$ cat config.mk
export PLATFORM = sky130hd
export DESIGN_NAME = gray_counter_param
export DESIGN_NICKNAME = d
export VERILOG_FILES = /design/src/rtl/gray_counter_param.sv
export SDC_FILE = /design/constraint.sdc
export NUM_CORES = 1
export LEC_CHECK = 0
export ABC_CLOCK_PERIOD_IN_PS = 5100
export BUFFER_PORTS_ARGS = -buffer_cell sky130_fd_sc_hd__buf_2
export CORE_AREA = 10 10 47 49
export CTS_CLUSTER_DIAMETER = 60
export DETAILED_ROUTE_END_ITERATION = 10
export DIE_AREA = 0 0 57 59
export HOLD_SLACK_MARGIN = 0.06
export PLACE_DENSITY = 0.75
export REMOVE_ABC_BUFFERS = 1
export SYNTH_ARGS = -nofsm -noshare
export SYNTH_HDL_FRONTEND = slang
export SYNTH_SLANG_ARGS = --single-unit
$ cat constraint.sdc
create_clock -name Clk -period 5.1 [get_ports Clk]
set_input_delay 0.255 -clock Clk [delete_from_list [all_inputs] [get_ports Clk]]
set_output_delay 0.255 -clock Clk [all_outputs]
set_load 0.02 [all_outputs]
$ cat src/rtl/gray_counter_param.sv
// Parametrised up/down Gray-code counter with parallel load, a registered binary view,
// overflow/underflow flags (sticky or pulsed) and a one-cycle wrap strobe.
module gray_counter_param #(
    parameter int WIDTH  = 4,
    parameter bit STICKY = 1'b1
) (
    input  logic             Clk,
    input  logic             Reset,
    input  logic             En,
    input  logic             Dir,
    input  logic             Load,
    input  logic [WIDTH-1:0] LoadVal,
    input  logic             ClrFlags,
    output logic [WIDTH-1:0] Output,
    output logic [WIDTH-1:0] Binary,
    output logic             Overflow,
    output logic             Underflow,
    output logic             Wrap
);

    localparam logic [WIDTH-1:0] ALL_ONES = '1;
    localparam logic [WIDTH-1:0] ONE      = WIDTH'(1);

    logic [WIDTH-1:0] r_bin;
    logic [WIDTH-1:0] r_gray;
    logic             r_ovf;
    logic             r_unf;
    logic             r_wrap;

    logic [WIDTH-1:0] w_next_bin;
    logic [WIDTH-1:0] w_next_gray;
    logic             w_ovf_evt;
    logic             w_unf_evt;
    logic             w_next_ovf;
    logic             w_next_unf;

    // Load beats counting; wrap events only come from an enabled step.
    always_comb begin
        w_next_bin = r_bin;
        w_ovf_evt  = 1'b0;
        w_unf_evt  = 1'b0;
        if (Load) begin
            w_next_bin = LoadVal;
        end else if (En) begin
            if (Dir) begin
                w_next_bin = r_bin + ONE;
                w_ovf_evt  = (r_bin == ALL_ONES);
            end else begin
                w_next_bin = r_bin - ONE;
                w_unf_evt  = (r_bin == '0);
            end
        end
    end

    // Gray code is derived from the next binary value so both views update on the same edge.
    always_comb begin
        w_next_gray = w_next_bin ^ (w_next_bin >> 1);
        if (STICKY) begin
            w_next_ovf = w_ovf_evt | (r_ovf & ~ClrFlags);
            w_next_unf = w_unf_evt | (r_unf & ~ClrFlags);
        end else begin
            w_next_ovf = w_ovf_evt;
            w_next_unf = w_unf_evt;
        end
    end

    always_ff @(posedge Clk) begin
        if (Reset) begin
            r_bin  <= '0;
            r_gray <= '0;
            r_ovf  <= 1'b0;
            r_unf  <= 1'b0;
            r_wrap <= 1'b0;
        end else begin
            r_bin  <= w_next_bin;
            r_gray <= w_next_gray;
            r_ovf  <= w_next_ovf;
            r_unf  <= w_next_unf;
            r_wrap <= w_ovf_evt | w_unf_evt;
        end
    end

    assign Output    = r_gray;
    assign Binary    = r_bin;
    assign Overflow  = r_ovf;
    assign Underflow = r_unf;
    assign Wrap      = r_wrap;

endmodule

# Word-level counts from Yosys, hierarchy flattened
# Index checks and enable logic that the tools add are counted.
# totals
reg_bits	11
elab_cells	25
output_inout_bits	11
# classes
n_addsub	2
n_eq_ne	1
bitwise	7
n_mux	9
reduce_logical	1
# op_table
cell	n
4-bit 2-to-1 mux	3
1-bit 2-to-1 mux	6
4-bit by 1-bit adder with 4-bit output (second input constant)	1
4-bit == test (second input constant)	1
4-bit logical NOT	1
4-bit by 1-bit subtractor with 4-bit output (second input constant)	1
4-bit by 3-bit bitwise XOR with 4-bit output	1
1-bit OR	3
1-bit bitwise AND	2
1-bit inverter	1

# Logic depth before layout (Yosys ltp)
# depth
word_depth	5
ltp_mapped	6

# Worst setup path after synthesis
# No wires, ideal clock.
# synth_path
path_kind	flip-flop to flip-flop
startpoint	register r_bin[0] (netlist: Binary[0])
endpoint	register r_gray[1] (netlist: Output[1])
stages_incl_launch_ff	6
arrival_time_ps	1759
required_ps	5030
setup_slack_ps	3270
synth_period_minus_slack_ps	1830
setup_time_ps	70
path_cell_list	dfxtp_1 fa_1 mux2_2 mux2i_1 o21ai_0 a21oi_1
# synth_via
elab_chain_cells	5
elab_cells_between_ends	6
# synth_rtl
item	line_no	rtl
from (decl)	24	logic [WIDTH-1:0] r_bin;
from (signal assigned)	75	r_bin <= w_next_bin;
4-bit by 1-bit subtractor with 4-bit output / 4-bit by 1-bit adder with 4-bit output (equally long branches)	49, 46	
4-bit 2-to-1 mux (*)	45	if (Dir) begin
4-bit 2-to-1 mux (*)	44	end else if (En) begin
4-bit 2-to-1 mux (*)	42	if (Load) begin
4-bit by 3-bit bitwise XOR with 4-bit output (*)	57	w_next_gray = w_next_bin ^ (w_next_bin >> 1);
to (signal assigned)	76	r_gray <= w_next_gray;
to (decl)	25	logic [WIDTH-1:0] r_gray;
# Mark *: on every way between the ends. The rest lies on a longest branch, timed or not.
# A chain may end at the register's enable or synchronous reset.

# Worst setup path after layout
# Same ends and word-level chain as after synthesis.

==> impl_results.rst <==
.. list-table::
   :header-rows: 1

   * - Metric
     - Value
   * - Status
     - completed
   * - Maximum clock rate
     - 0.552 GHz
   * - Post-CTS Setup Bufs
     - 0
   * - Number of buffers added on ports
     - 20
   * - RSZ-0062 raised after global routing
     - false
   * - Share of the cycle needed by the critical path after routing
     - 0.355
   * - Mapped cell area
     - 573 um2
   * - Core Region
     - 1400 um2
   * - Fin Clk Skew
     - 0.000794 ns
   * - Cell depth of the worst hold path
     - 3
   * - Post-synth ARST share
     - 0
   * - Sum of routed wire length over all layers
     - 1340 um
   * - Worst EP arrival
     - 2.01 ns
   * - End-of-flow core utilization
     - 0.504
   * - Average footprint of a synthesized cell
     - 9.10 um2
   * - Pre-antenna DRT Iters
     - 4
   * - Ratio of cells with drive above 1 in the final layout
     - 0.313
   * - Pwr/cell area
     - 306 nW/um2
   * - Class of the tightest hold or removal check
     - input port to flop
   * - Area growth, synth to finish
     - 23.1%
   * - Setup Total Neg Slack
     - 0 ns
   * - Minimum clock period after layout
     - 1.81 ns
   * - Die Span X
     - 57 um
   * - Initial Utilization
     - 0.409
   * - Number of filler instances in the final layout
     - 149
   * - Cell Int Power
     - 152 uW
   * - Worst voltage drop across the vdd grid
     - 0.203 mV
   * - Residual DRC count
     - 0
   * - Overall power after layout
     - 216 uW
   * - Hold Fails Final Rpt
     - 0
   * - Yosys warning total
     - 0
   * - Number of antenna violations at the first check in global routing
     - 0
   * - Sw Share
     - 0.298
   * - Leading cell type in the layout, fill and taps excluded
     - sky130_fd_sc_hd__buf_2
   * - Number of endpoints failing setup at the final stage
     - 0
   * - Sequential cell fraction of total power
     - 0.420
   * - Placer's final routability congestion estimate
     - 0.778
   * - Buffer cell driving the clock tree root
     - sky130_fd_sc_hd__clkbuf_4
   * - Comb pwr share
     - 0.252
   * - First-pass GRT wire length
     - 2310 um
   * - Via count of the first global-routing pass
     - 519
   * - Sequential cell area
     - 200 um2
   * - Critical R2R Capture
     - Output[1]
   * - Relative contribution of the clock network to total power
     - 0.328
   * - Number of placement rows
     - 14
   * - Worst setup path category
     - flop to flop
   * - Endpoint type of the worst setup path
     - flop
   * - Clock latency on the worst-skew pair
     - 0.26 ns
   * - Clk sinks
     - 10
   * - CTS H-tree lvls
     - 1
   * - Nets@finish
     - 97
   * - Required @ worst endpoint
     - 5.30 ns
   * - Chip Height
     - 59 um
   * - Number of maximum-capacitance violations
     - 0
   * - Number of enable-type register cells in the synthesized netlist
     - 0
   * - P_leak
     - 0.352 nW
   * - CTS tree
     - built
   * - Number of buffers added to fix hold violations after cts
     - 0
   * - Synth cell types
     - 34
   * - Die outline area
     - 3360 um2
   * - Transition time of the tightest slew-check pin
     - 0.391 ns
   * - Worst-case headroom to the max-slew limit
     - 0.738
   * - Area of the multi-input gates
     - 338 um2
   * - Deepest clock path buffer count
     - 2
   * - Highest-count cells in the layout ignoring fill and taps
     - sky130_fd_sc_hd__buf_2, sky130_fd_sc_hd__dfxtp_1, sky130_fd_sc_hd__nor2_1
   * - Top-level port count
     - 21
   * - Fin worst setup slack
     - 3.29 ns
   * - Hold Slack
     - 0.263 ns
   * - Predominant post-synthesis flop cell
     - sky130_fd_sc_hd__dfxtp_1
   * - Gate Count Post-Synth
     - 63
   * - Diode insertion count for antenna repair
     - 0
   * - Aggregate global routing overflow
     - 0
   * - Clock Pin Slew Worst Setup and Hold Paths
     - 0.07 ns
   * - Count of cells along the worst register-to-register path
     - 5
   * - Hold wc startpoint
     - ClrFlags
   * - Total via count after detailed routing
     - 511
   * - Pins over their slew limit
     - 0
   * - Reg2Reg Setup Slack
     - 3.29 ns
   * - Vias per inst
     - 5.16
   * - Maximum number of pins on one net before global-route repair
     - 12
   * - Routed WL per cell
     - 13.5 um
   * - Switching Power
     - 64.2 uW
   * - Kind of launch point of the worst setup path
     - flop
   * - Flip-flop and latch count after synthesis
     - 10
   * - Final antenna-violating net count
     - 0
   * - Count of instances resized after the clock tree is built
     - 0
   * - Total Routing Usage GR
     - 0.0855
   * - Inserted Clock Buffers
     - 3
   * - Number of DRC violations after detailed-routing iteration 0
     - 5
   * - Reg2Reg Launch Point
     - Binary[0]
   * - Critical Path Fanout Max
     - 8
   * - Hold-critical path endpoint
     - Underflow
   * - Pre-CTS worst setup slack
     - 3.26 ns
   * - Detailed-placement wirelength estimate
     - 1070 um
   * - Part of the Yosys area used for sequential elements
     - 0.349
critical path, stage by stage, from the launching register on:
cell and delay (ns):
sky130_fd_sc_hd__dfxtp_1 0.49, sky130_fd_sc_hd__fa_1 0.46, sky130_fd_sc_hd__mux2_2 0.27, sky130_fd_sc_hd__mux2i_1 0.26
sky130_fd_sc_hd__o21ai_0 0.14, sky130_fd_sc_hd__a21oi_1 0.14
metal layers:
layer / wire, um / up-vias / share of wire / track usage
met5: 0 / - / 0 / 0
met4: 0 / 0 / 0 / 0.0201
met3: 115 / 0 / 0.086 / 0.0494
met2: 666 / 17 / 0.50 / 0.141
met1: 558 / 227 / 0.42 / 0.0927
li1: - / 267 / - / -
stage by stage:
step,instances,cell area (um2)
finish,99,706
global route,99,706
CTS,99,706
detailed placement,95,669
global placement,95,669
floorplan,59,549
cell usage after synthesis, types with 2 or more instances:
cell type	instances	share of area
sky130_fd_sc_hd__dfxtp_1	10	0.35
sky130_fd_sc_hd__nor2_1	6	0.039
sky130_fd_sc_hd__a21oi_1	4	0.035
sky130_fd_sc_hd__inv_1	3	0.020
sky130_fd_sc_hd__mux2i_1	3	0.052
sky130_fd_sc_hd__a31oi_1	2	0.022
sky130_fd_sc_hd__buf_4	2	0.026
sky130_fd_sc_hd__ha_1	2	0.044
sky130_fd_sc_hd__nand2_1	2	0.013
sky130_fd_sc_hd__nand2b_1	2	0.022
sky130_fd_sc_hd__nor3b_1	2	0.026
sky130_fd_sc_hd__or3_1	2	0.022
sky130_fd_sc_hd__xnor2_1	2	0.031
how the worst max path moves through the flow:
stage,startpoint,end,cells after the start
finish,Binary[0],Output[1],5
global route,Binary[0],Output[1],5
CTS,Binary[0],Output[1],5
detailed placement,Dir,Output[2],7
global placement,Dir,Output[1],7
floorplan,Binary[0],Output[1],5
power by group through the flow:
| stage | combinational, mW | sequential (mW) | clock [mW] |
|---|---|---|---|
| 5_1_grt | 0.0605 | 0.0921 | 0.0785 |
| 6_report | 0.0544 | 0.0906 | 0.0708 |
| 4_1_cts | 0.0551 | 0.0907 | 0.0740 |
| 2_1_floorplan | 0.0271 | 0.101 | 0 |
| 3_3_place_gp | 0.0540 | 0.0923 | 0 |
| 3_5_place_dp | 0.0548 | 0.0923 | 0 |
sequential cells by signal, summed over array words and instances (netlist names):
name       flops
Binary         4
Output         3
Overflow       1
Underflow      1
Wrap           1
layout make-up:
cell class	instances	area share
multi-input cells	46	0.479
flip-flops and latches	10	0.284
repair buffers	20	0.142
clock buffers	4	0.0514
well taps	16	0.0284
inverters	3	0.0160
kinds of logic (layout without fill, tap and decap cells):
family,count (synthesis),in the layout,share of synthesized area
xor+xnor,3,3,0.0459
buf+inv,7,27,0.0611
simple gates,23,23,0.242
mux,4,4,0.0721
fa+ha+maj,3,3,0.0786
flops,10,10,0.349
compound gates,13,13,0.151
(Power assumes the default switching activity.)
